[src/rtl/alu_issue_queue_pkg.sv]
// -----------------------------------------------------------------------------
// issue_pkg
// Shared types and default sizes for the ALU issue queue.
//   iq_entry_t  : payload held per queue entry and presented at issue
//   psrc_t      : source operand tag {valid, id}
//   wake_req_t  : one wakeup broadcast {valid, preg}
//   iq_cnt_t    : occupancy count type for the default queue depth
// -----------------------------------------------------------------------------
package issue_pkg;

    localparam int IQ_DEPTH     = 8;
    localparam int FETCH_WIDTH  = 2;
    localparam int ALU_WAKE_NUM = 2;

    localparam int PREG_W = 6;
    localparam int ROB_W  = 5;
    localparam int PC_W   = 32;
    localparam int CTL_W  = 8;

    typedef logic [PREG_W-1:0] preg_addr_t;
    typedef logic [ROB_W-1:0]  rob_ptr_t;

    typedef struct packed {
        logic       valid;
        preg_addr_t id;
    } psrc_t;

    typedef struct packed {
        psrc_t            psrc1;
        psrc_t            psrc2;
        preg_addr_t       pdst;
        rob_ptr_t         rob_ptr;
        logic [PC_W-1:0]  pc;
        logic [CTL_W-1:0] ctl;
    } iq_entry_t;

    typedef struct packed {
        logic       valid;
        preg_addr_t preg;
    } wake_req_t;

    // Count must be able to hold the value IQ_DEPTH itself (queue full).
    localparam int IQ_CNT_W = $clog2(IQ_DEPTH + 1);
    typedef logic [IQ_CNT_W-1:0] iq_cnt_t;

endpackage

[src/rtl/alu_issue_queue_select.sv]
// -----------------------------------------------------------------------------
// iq_select
// Priority find-first over the eligible vector: the lowest set index wins,
// which in a collapsing queue is the oldest ready entry.
//   eligible : per-entry eligibility
//   idx      : index of the lowest eligible entry (0 when none)
//   found    : at least one entry is eligible
// -----------------------------------------------------------------------------
module iq_select #(
    parameter  int N  = 8,
    localparam int IW = (N > 1) ? $clog2(N) : 1
) (
    input  logic [N-1:0]  eligible,
    output logic [IW-1:0] idx,
    output logic          found
);

    // Scan from the top down so that the last hit written is the lowest index.
    always_comb begin
        idx   = '0;
        found = 1'b0;
        for (int i = N - 1; i >= 0; i--) begin
            if (eligible[i]) begin
                idx   = IW'(i);
                found = 1'b1;
            end
        end
    end

endmodule

[src/rtl/alu_issue_queue.sv]
// -----------------------------------------------------------------------------
// alu_issue_queue
// Collapsing in-order-age issue queue for the ALU pipe. Entry 0 is the oldest;
// valid entries are contiguous from index 0. Each cycle the oldest entry with
// both sources ready is offered downstream; on acceptance it is removed and the
// entries above it shift down, then new dispatches are appended at the tail.
//
// Ports
//   clk, reset            : clock, synchronous active-high reset
//   flush                 : branch-miss flush, empties the queue
//   disp_valid/disp_entry : per-slot dispatch from the rename stage
//   rdy_v1, rdy_v2        : source-ready bits returned for the dispatching slots
//   rdy_psrc1, rdy_psrc2  : source tags sent out for that ready lookup
//   wake_valid/wake_preg  : wakeup broadcasts
//   issue_ready           : downstream accepts the offered entry
//   issue_valid/issue_entry : offered entry (combinational from stored state)
//   iq_full               : dispatch is blocked (from registered count)
//   count                 : current occupancy (debug/observation)
//
// Handshake: an entry leaves the queue at a rising edge exactly when
// issue_valid && issue_ready are both high in the preceding cycle; otherwise
// the same entry stays offered. Dispatch is accepted whenever iq_full is low
// and no flush is present, with no ready signal back to the sender.
// -----------------------------------------------------------------------------
module alu_issue_queue
    import issue_pkg::*;
#(
    parameter int IQ_DEPTH     = issue_pkg::IQ_DEPTH,
    parameter int FETCH_WIDTH  = issue_pkg::FETCH_WIDTH,
    parameter int ALU_WAKE_NUM = issue_pkg::ALU_WAKE_NUM
) (
    input  logic                                clk,
    input  logic                                reset,
    input  logic                                flush,
    input  logic [FETCH_WIDTH-1:0]              disp_valid,
    input  iq_entry_t [FETCH_WIDTH-1:0]         disp_entry,
    input  logic [FETCH_WIDTH-1:0]              rdy_v1,
    input  logic [FETCH_WIDTH-1:0]              rdy_v2,
    output preg_addr_t [FETCH_WIDTH-1:0]        rdy_psrc1,
    output preg_addr_t [FETCH_WIDTH-1:0]        rdy_psrc2,
    input  logic [ALU_WAKE_NUM-1:0]             wake_valid,
    input  preg_addr_t [ALU_WAKE_NUM-1:0]       wake_preg,
    input  logic                                issue_ready,
    output logic                                issue_valid,
    output iq_entry_t                           issue_entry,
    output logic                                iq_full,
    output logic [$clog2(IQ_DEPTH+1)-1:0]       count
);

    localparam int IW = (IQ_DEPTH > 1) ? $clog2(IQ_DEPTH) : 1;
    localparam int CW = $clog2(IQ_DEPTH + 1);
    localparam logic [CW-1:0] DEPTH_C = CW'(IQ_DEPTH);
    // Full leaves room for one whole dispatch group, so dispatch never overflows.
    localparam logic [CW-1:0] FULL_TH = CW'(IQ_DEPTH - FETCH_WIDTH);

    iq_entry_t           ent_q [IQ_DEPTH];
    iq_entry_t           ent_n [IQ_DEPTH];
    logic [IQ_DEPTH-1:0] vld_q, vld_n;
    logic [IQ_DEPTH-1:0] rdy1_q, rdy1_n;
    logic [IQ_DEPTH-1:0] rdy2_q, rdy2_n;
    logic [CW-1:0]       cnt_q, cnt_n;
    logic [CW-1:0]       pos;
    logic [IW-1:0]       wr;

    wake_req_t              wake [ALU_WAKE_NUM];
    logic [FETCH_WIDTH-1:0] disp_hit1, disp_hit2;

    logic [IQ_DEPTH-1:0] eligible;
    logic [IW-1:0]       sel_idx;
    logic                sel_found;
    logic                do_issue;

    // ------------------------------------------------------------------
    // Wakeup bundle and ready lookup for dispatching slots
    // ------------------------------------------------------------------
    always_comb begin
        for (int w = 0; w < ALU_WAKE_NUM; w++) begin
            wake[w].valid = wake_valid[w];
            wake[w].preg  = wake_preg[w];
        end
    end

    always_comb begin
        disp_hit1 = '0;
        disp_hit2 = '0;
        for (int s = 0; s < FETCH_WIDTH; s++) begin
            rdy_psrc1[s] = disp_entry[s].psrc1.id;
            rdy_psrc2[s] = disp_entry[s].psrc2.id;
            for (int w = 0; w < ALU_WAKE_NUM; w++) begin
                if (wake[w].valid) begin
                    if (disp_entry[s].psrc1.id == wake[w].preg) disp_hit1[s] = 1'b1;
                    if (disp_entry[s].psrc2.id == wake[w].preg) disp_hit2[s] = 1'b1;
                end
            end
        end
    end

    // ------------------------------------------------------------------
    // Select (stored state only; a wake this cycle counts from next cycle)
    // ------------------------------------------------------------------
    assign eligible = vld_q & rdy1_q & rdy2_q;

    iq_select #(.N(IQ_DEPTH)) u_select (
        .eligible (eligible),
        .idx      (sel_idx),
        .found    (sel_found)
    );

    assign issue_valid = sel_found;
    assign issue_entry = ent_q[sel_idx];
    assign do_issue    = sel_found && issue_ready;
    assign iq_full     = (cnt_q > FULL_TH);
    assign count       = cnt_q;

    // ------------------------------------------------------------------
    // Next state: shift out the issued entry, wake, append, then flush
    // ------------------------------------------------------------------
    always_comb begin
        for (int i = 0; i < IQ_DEPTH; i++) ent_n[i] = ent_q[i];
        vld_n  = vld_q;
        rdy1_n = rdy1_q;
        rdy2_n = rdy2_q;
        cnt_n  = cnt_q;
        pos    = '0;
        wr     = '0;

        if (do_issue) begin
            for (int i = 0; i < IQ_DEPTH - 1; i++) begin
                if (i >= int'(sel_idx)) begin
                    ent_n[i]  = ent_q[i+1];
                    vld_n[i]  = vld_q[i+1];
                    rdy1_n[i] = rdy1_q[i+1];
                    rdy2_n[i] = rdy2_q[i+1];
                end
            end
            // The top slot always vacates because the queue shrinks by one.
            vld_n[IQ_DEPTH-1]  = 1'b0;
            rdy1_n[IQ_DEPTH-1] = 1'b0;
            rdy2_n[IQ_DEPTH-1] = 1'b0;
            cnt_n = cnt_q - CW'(1);
        end

        for (int i = 0; i < IQ_DEPTH; i++) begin
            for (int w = 0; w < ALU_WAKE_NUM; w++) begin
                if (wake[w].valid && vld_n[i]) begin
                    if (ent_n[i].psrc1.id == wake[w].preg) rdy1_n[i] = 1'b1;
                    if (ent_n[i].psrc2.id == wake[w].preg) rdy2_n[i] = 1'b1;
                end
            end
        end

        // Valid slots are packed in slot order; an idle slot takes no space.
        pos = cnt_n;
        if (!iq_full && !flush) begin
            for (int s = 0; s < FETCH_WIDTH; s++) begin
                if (disp_valid[s] && (pos < DEPTH_C)) begin
                    wr         = pos[IW-1:0];
                    ent_n[wr]  = disp_entry[s];
                    vld_n[wr]  = 1'b1;
                    rdy1_n[wr] = !disp_entry[s].psrc1.valid || rdy_v1[s] || disp_hit1[s];
                    rdy2_n[wr] = !disp_entry[s].psrc2.valid || rdy_v2[s] || disp_hit2[s];
                    pos        = pos + CW'(1);
                end
            end
            cnt_n = pos;
        end

        if (flush) begin
            vld_n  = '0;
            rdy1_n = '0;
            rdy2_n = '0;
            cnt_n  = '0;
        end
    end

    // ------------------------------------------------------------------
    // State registers (payload needs no reset: it is qualified by valid)
    // ------------------------------------------------------------------
    always_ff @(posedge clk) begin
        if (reset) begin
            vld_q  <= '0;
            rdy1_q <= '0;
            rdy2_q <= '0;
            cnt_q  <= '0;
        end else begin
            vld_q  <= vld_n;
            rdy1_q <= rdy1_n;
            rdy2_q <= rdy2_n;
            cnt_q  <= cnt_n;
        end
    end

    always_ff @(posedge clk) begin
        for (int i = 0; i < IQ_DEPTH; i++) ent_q[i] <= ent_n[i];
    end

endmodule
[config.mk]
export PLATFORM = sky130hd
export DESIGN_NAME = alu_issue_queue
export DESIGN_NICKNAME = d
export VERILOG_FILES = /design/src/rtl/alu_issue_queue_pkg.sv /design/src/rtl/alu_issue_queue_select.sv /design/src/rtl/alu_issue_queue.sv
export SDC_FILE = /design/constraint.sdc
export NUM_CORES = 2
export LEC_CHECK = 0
export CAP_MARGIN = 20
export CELL_PAD_IN_SITES_DETAIL_PLACEMENT = 0
export CELL_PAD_IN_SITES_GLOBAL_PLACEMENT = 1
export CORE_UTILIZATION = 42
export CTS_CLUSTER_DIAMETER = 60
export DETAILED_ROUTE_END_ITERATION = 8
export PLACE_DENSITY_LB_ADDON = 0.1
export SLEW_MARGIN = 0
export SYNTH_ARGS = -nofsm -noshare
export SYNTH_HDL_FRONTEND = slang
export SYNTH_HIERARCHICAL = 1
export SYNTH_SLANG_ARGS = --single-unit
[constraint.sdc]
create_clock -name clk -period 4.1 [get_ports clk]
set_input_delay 0.82 -clock clk [delete_from_list [all_inputs] [get_ports clk]]
set_output_delay 0.82 -clock clk [all_outputs]
set_load 0.02 [all_outputs]
==> metrics.md <==
| Metric | Value |
|---|---|
| Final min period | `4030 ps` |
| Vias post-DR | `34200` |
| Cell breakdown of the critical path | `and3_4 -> nor2_2 -> o21ai_2 -> a211oi_4 -> buf_6 -> buf_16 -> buf_16 -> mux4_2 -> mux2_2 -> clkdlybuf4s15_2` |
| Detailed placer's ending HPWL | `97600 um` |
| Worst Hold Margin | `480 ps` |
| Worst-path clk slew | `60 ps` |
| Routability cong. | `0.934` |
| Final Core Density | `0.510` |
| DP Worst Slack | `-30.1 ps` |
| Max Fclk | `248 MHz` |
| H-tree depth | `3` |
| Vias per cell | `6.40` |
| CP Launch Type | `flop` |
| Final setup violation count | `0` |
| Post-synthesis cell area | `0.0368 mm2` |
| Most used cell, CP | `buf_16` |
| CP arrival | `3210 ps` |
| #FFs+latches synth | `548` |
| Period utilization | `0.983` |
| Crit-path max FO | `7` |
| Clk_skew | `34.2 ps` |
| Synth Flop Type | `dfxtp_1` |
| Share of the synthesized area in the top cell type | `0.263` |
| Post-synth ARST share | `0` |
| Initial core utilization | `0.424` |
| I/O pins | `249` |
| Most common cell in the netlist | `nand2_1` |
| Synthesized Nets | `4184` |
| Post-synth top cells | `649 x nand2_1, 515 x mux2i_1, 483 x dfxtp_1, 305 x clkbuf_1, 266 x o22ai_1` |
| Yosys cell types | `92` |
| Critical path buffer and inverter count | `4` |
| Ys Warns | `6` |
| Core Region | `0.0868 mm2` |
| Fill cell count | `8195` |
| Area grow syn2layout | `20.3%` |
| Type of the worst setup path | `flop to output port` |
| TritonCTS clock tree | `yes` |
| Cts hold-fix bufs | `0` |
| Placed Cells | `5144` |
| Yosys top cell by area | `dfxtp_1` |
| Num rows | `108` |
| CP max-delay cell | `mux4_2` |
| Total gr overflow | `0` |
| # Max-Cap Violations | `0` |
| Worst-Margin Slew | `1070 ps` |
| Die area | `0.0888 mm2` |
| Post-layout nets | `4283` |
| Final hold vios | `0` |
| Die W | `298 um` |
| Drt wl/cell | `29.1 um` |
| Port buffer count | `248` |
| Number of synthesized flops with an enable pin | `65` |
| Synth Area per Inst | `9.14 um2` |
| Outcome | `completed` |
| Global-route wire length before repair | `229000 um` |
| Min-Delay Path Class | `flop to flop` |
| # DRC | `0` |
| Share of layout cells above drive strength 1 | `0.204` |
| Final Max Slew Viols | `0` |
| Largest net degree at the start of global routing | `101` |
| Die Y | `298 um` |
| First-pass iteration count of the detailed router | `5` |
| Top post-synthesis cells by area | `dfxtp_1 26%, mux2i_1 14%, mux4_2 8.0%` |
| Worst setup EP type | `output port` |
| Post-route setup slack | `68.4 ps` |
| Largest stage delay, worst path | `540 ps` |
| Clk sinks | `548` |
| Num CTS Buffers | `72` |
| Max VDD drop | `334 uV` |
| DRT Wirelength | `155000 um` |
| Leak | `18.1 nW` |
| Relative slew slack | `0.288` |
| Root Buffer | `clkbuf_16` |
| Tot GR Track Use | `0.340` |
| Sequential fraction of the synthesis area | `0.316` |
| Number of global-route vias before repair | `33400` |
| Final total power | `20.6 mW` |
| Mapped Cells | `4026` |
| CTS max path bufs | `3` |
| Delay-heaviest family, CP | `multiplexers` |
| Initial DRC count | `3395` |
| Pwr/cell area | `466 mW/mm2` |
| WP data required | `3280 ps` |
| Initial antenna violation count | `3` |
| Non-filler cells, final | `5338` |
| Worst skew pair latency | `640 ps` |
| Post-DRT Antenna Nets | `0` |
-- cells by family (layout without fill, tap and decap cells) --
family / Yosys count / after routing / share of synthesized area
and+or+nand+nor: 985 / 985 / 0.118
adders and majority gates: 4 / 4 / 0.00136
muxes: 775 / 775 / 0.260
AOI/OAI and AO/OA: 950 / 950 / 0.181
other: 0 / 2 / 0
DFF: 548 / 548 / 0.316
xor gates and xnor gates: 219 / 219 / 0.0529
buffers and inverters: 545 / 700 / 0.0703
-- cell type report --
type / instances / area [um2] / share of cell area
Inverter: 26 / 105 / 0.00237
Clock inverter: 26 / 223 / 0.00503
Timing Repair Buffer: 544 / 5870 / 0.133
Multi-Input combinational cell: 2933 / 22900 / 0.517
Sequential cell: 548 / 11600 / 0.263
Clock buffer: 104 / 2110 / 0.0476
Tap cell: 1155 / 1450 / 0.0326
Antenna cell: 2 / 5.00 / 0.000113
-- flip-flops by register name (all words and copies together) (netlist names) --
name / cells
ent_q: 520
rdy1_q: 8
rdy2_q: 8
vld_q: 8
count: 4
-- worst register-to-register path: cells and delay by family, from the launching register on --
| family | cells | cell delay, ps |
|---|---|---|
| flip-flops | 1 | 330 |
| AND/OR/NAND/NOR | 7 | 1660 |
| AO/OA/AOI/OAI | 3 | 810 |
| multiplexers | 1 | 340 |
| buffers and inverters | 4 | 570 |
| adder cells (fa/ha/maj) | 1 | 170 |
-- timing repair --
item,in CTS,in global routing
buffers inserted,38,12
resized for setup,245,35
gates cloned,10,2
pin swaps,2,3
endpoints found under the setup margin,65,119
-- layer usage --
| metal | GRT usage | routed length (um) | vias up |
|---|---|---|---|
| li1 | - | - | 15200 |
| met1 | 0.462 | 65900 | 16900 |
| met2 | 0.542 | 71600 | 1740 |
| met3 | 0.0490 | 11900 | 339 |
| met4 | 0.134 | 6140 | 0 |
| met5 | 0 | 0 | - |
-- power by group --
part	switching (mW)	leakage, nW	internal, mW	total [mW]
combinational	2.88	12.3	2.93	5.81
sequential	1.44	4.68	7.05	8.50
clock	2.65	1.14	3.67	6.32
-- per-stage QoR --
| stage | TNS, ps | cell area (um2) |
|---|---|---|
| 4_1_cts | -64.1 | 44200 |
| 3_5_place_dp | -58.4 | 41200 |
| 3_3_place_gp | -977 | 41200 |
| 5_1_grt | -58.0 | 44300 |
| 6_report | 0 | 44300 |
| 2_1_floorplan | 0 | 36800 |
-- cell usage in the layout (no fill, tap or decap), types with 34 or more instances in the layout --
master | Yosys | layout
dfxtp_1 | 483 | 480
nor2_1 | 76 | 73
o21ai_1 | 78 | 79
a21oi_1 | 64 | 61
nand2_1 | 649 | 645
a32oi_1 | 107 | 107
and3_1 | 43 | 34
xnor2_1 | 132 | 132
mux4_2 | 131 | 131
mux2_2 | 128 | 128
xor2_1 | 85 | 85
o22ai_1 | 266 | 266
buf_12 | 1 | 77
a22oi_1 | 107 | 107
buf_2 | 100 | 39
o21ai_0 | 99 | 97
clkdlybuf4s50_1 | 0 | 183
nand3_1 | 65 | 62
a22oi_2 | 50 | 50
a31oi_1 | 58 | 58
buf_4 | 37 | 191
clkbuf_16 | 0 | 78
mux2i_1 | 515 | 515
edfxtp_1 | 65 | 65
-- path summary, 6_finish.rpt --
| kind | start | end | slack [ps] | depth (start not counted) |
|---|---|---|---|---|
| hold / removal | vld_q[7]$_SDFF_PP0_ | vld_q[7]$_SDFF_PP0_ | 480 | 2 |
| setup / recovery | rdy2_q[4]$_SDFF_PP0_ | issue_entry[9] | 70 | 10 |
| setup reg to reg | rdy1_q[1]$_SDFF_PP0_ | ent_q[5][63]$_DFF_P_ | 110 | 16 |
| hold reg to reg | vld_q[7]$_SDFF_PP0_ | vld_q[7]$_SDFF_PP0_ | 480 | 2 |
Power figures use the tool's default switching activity.
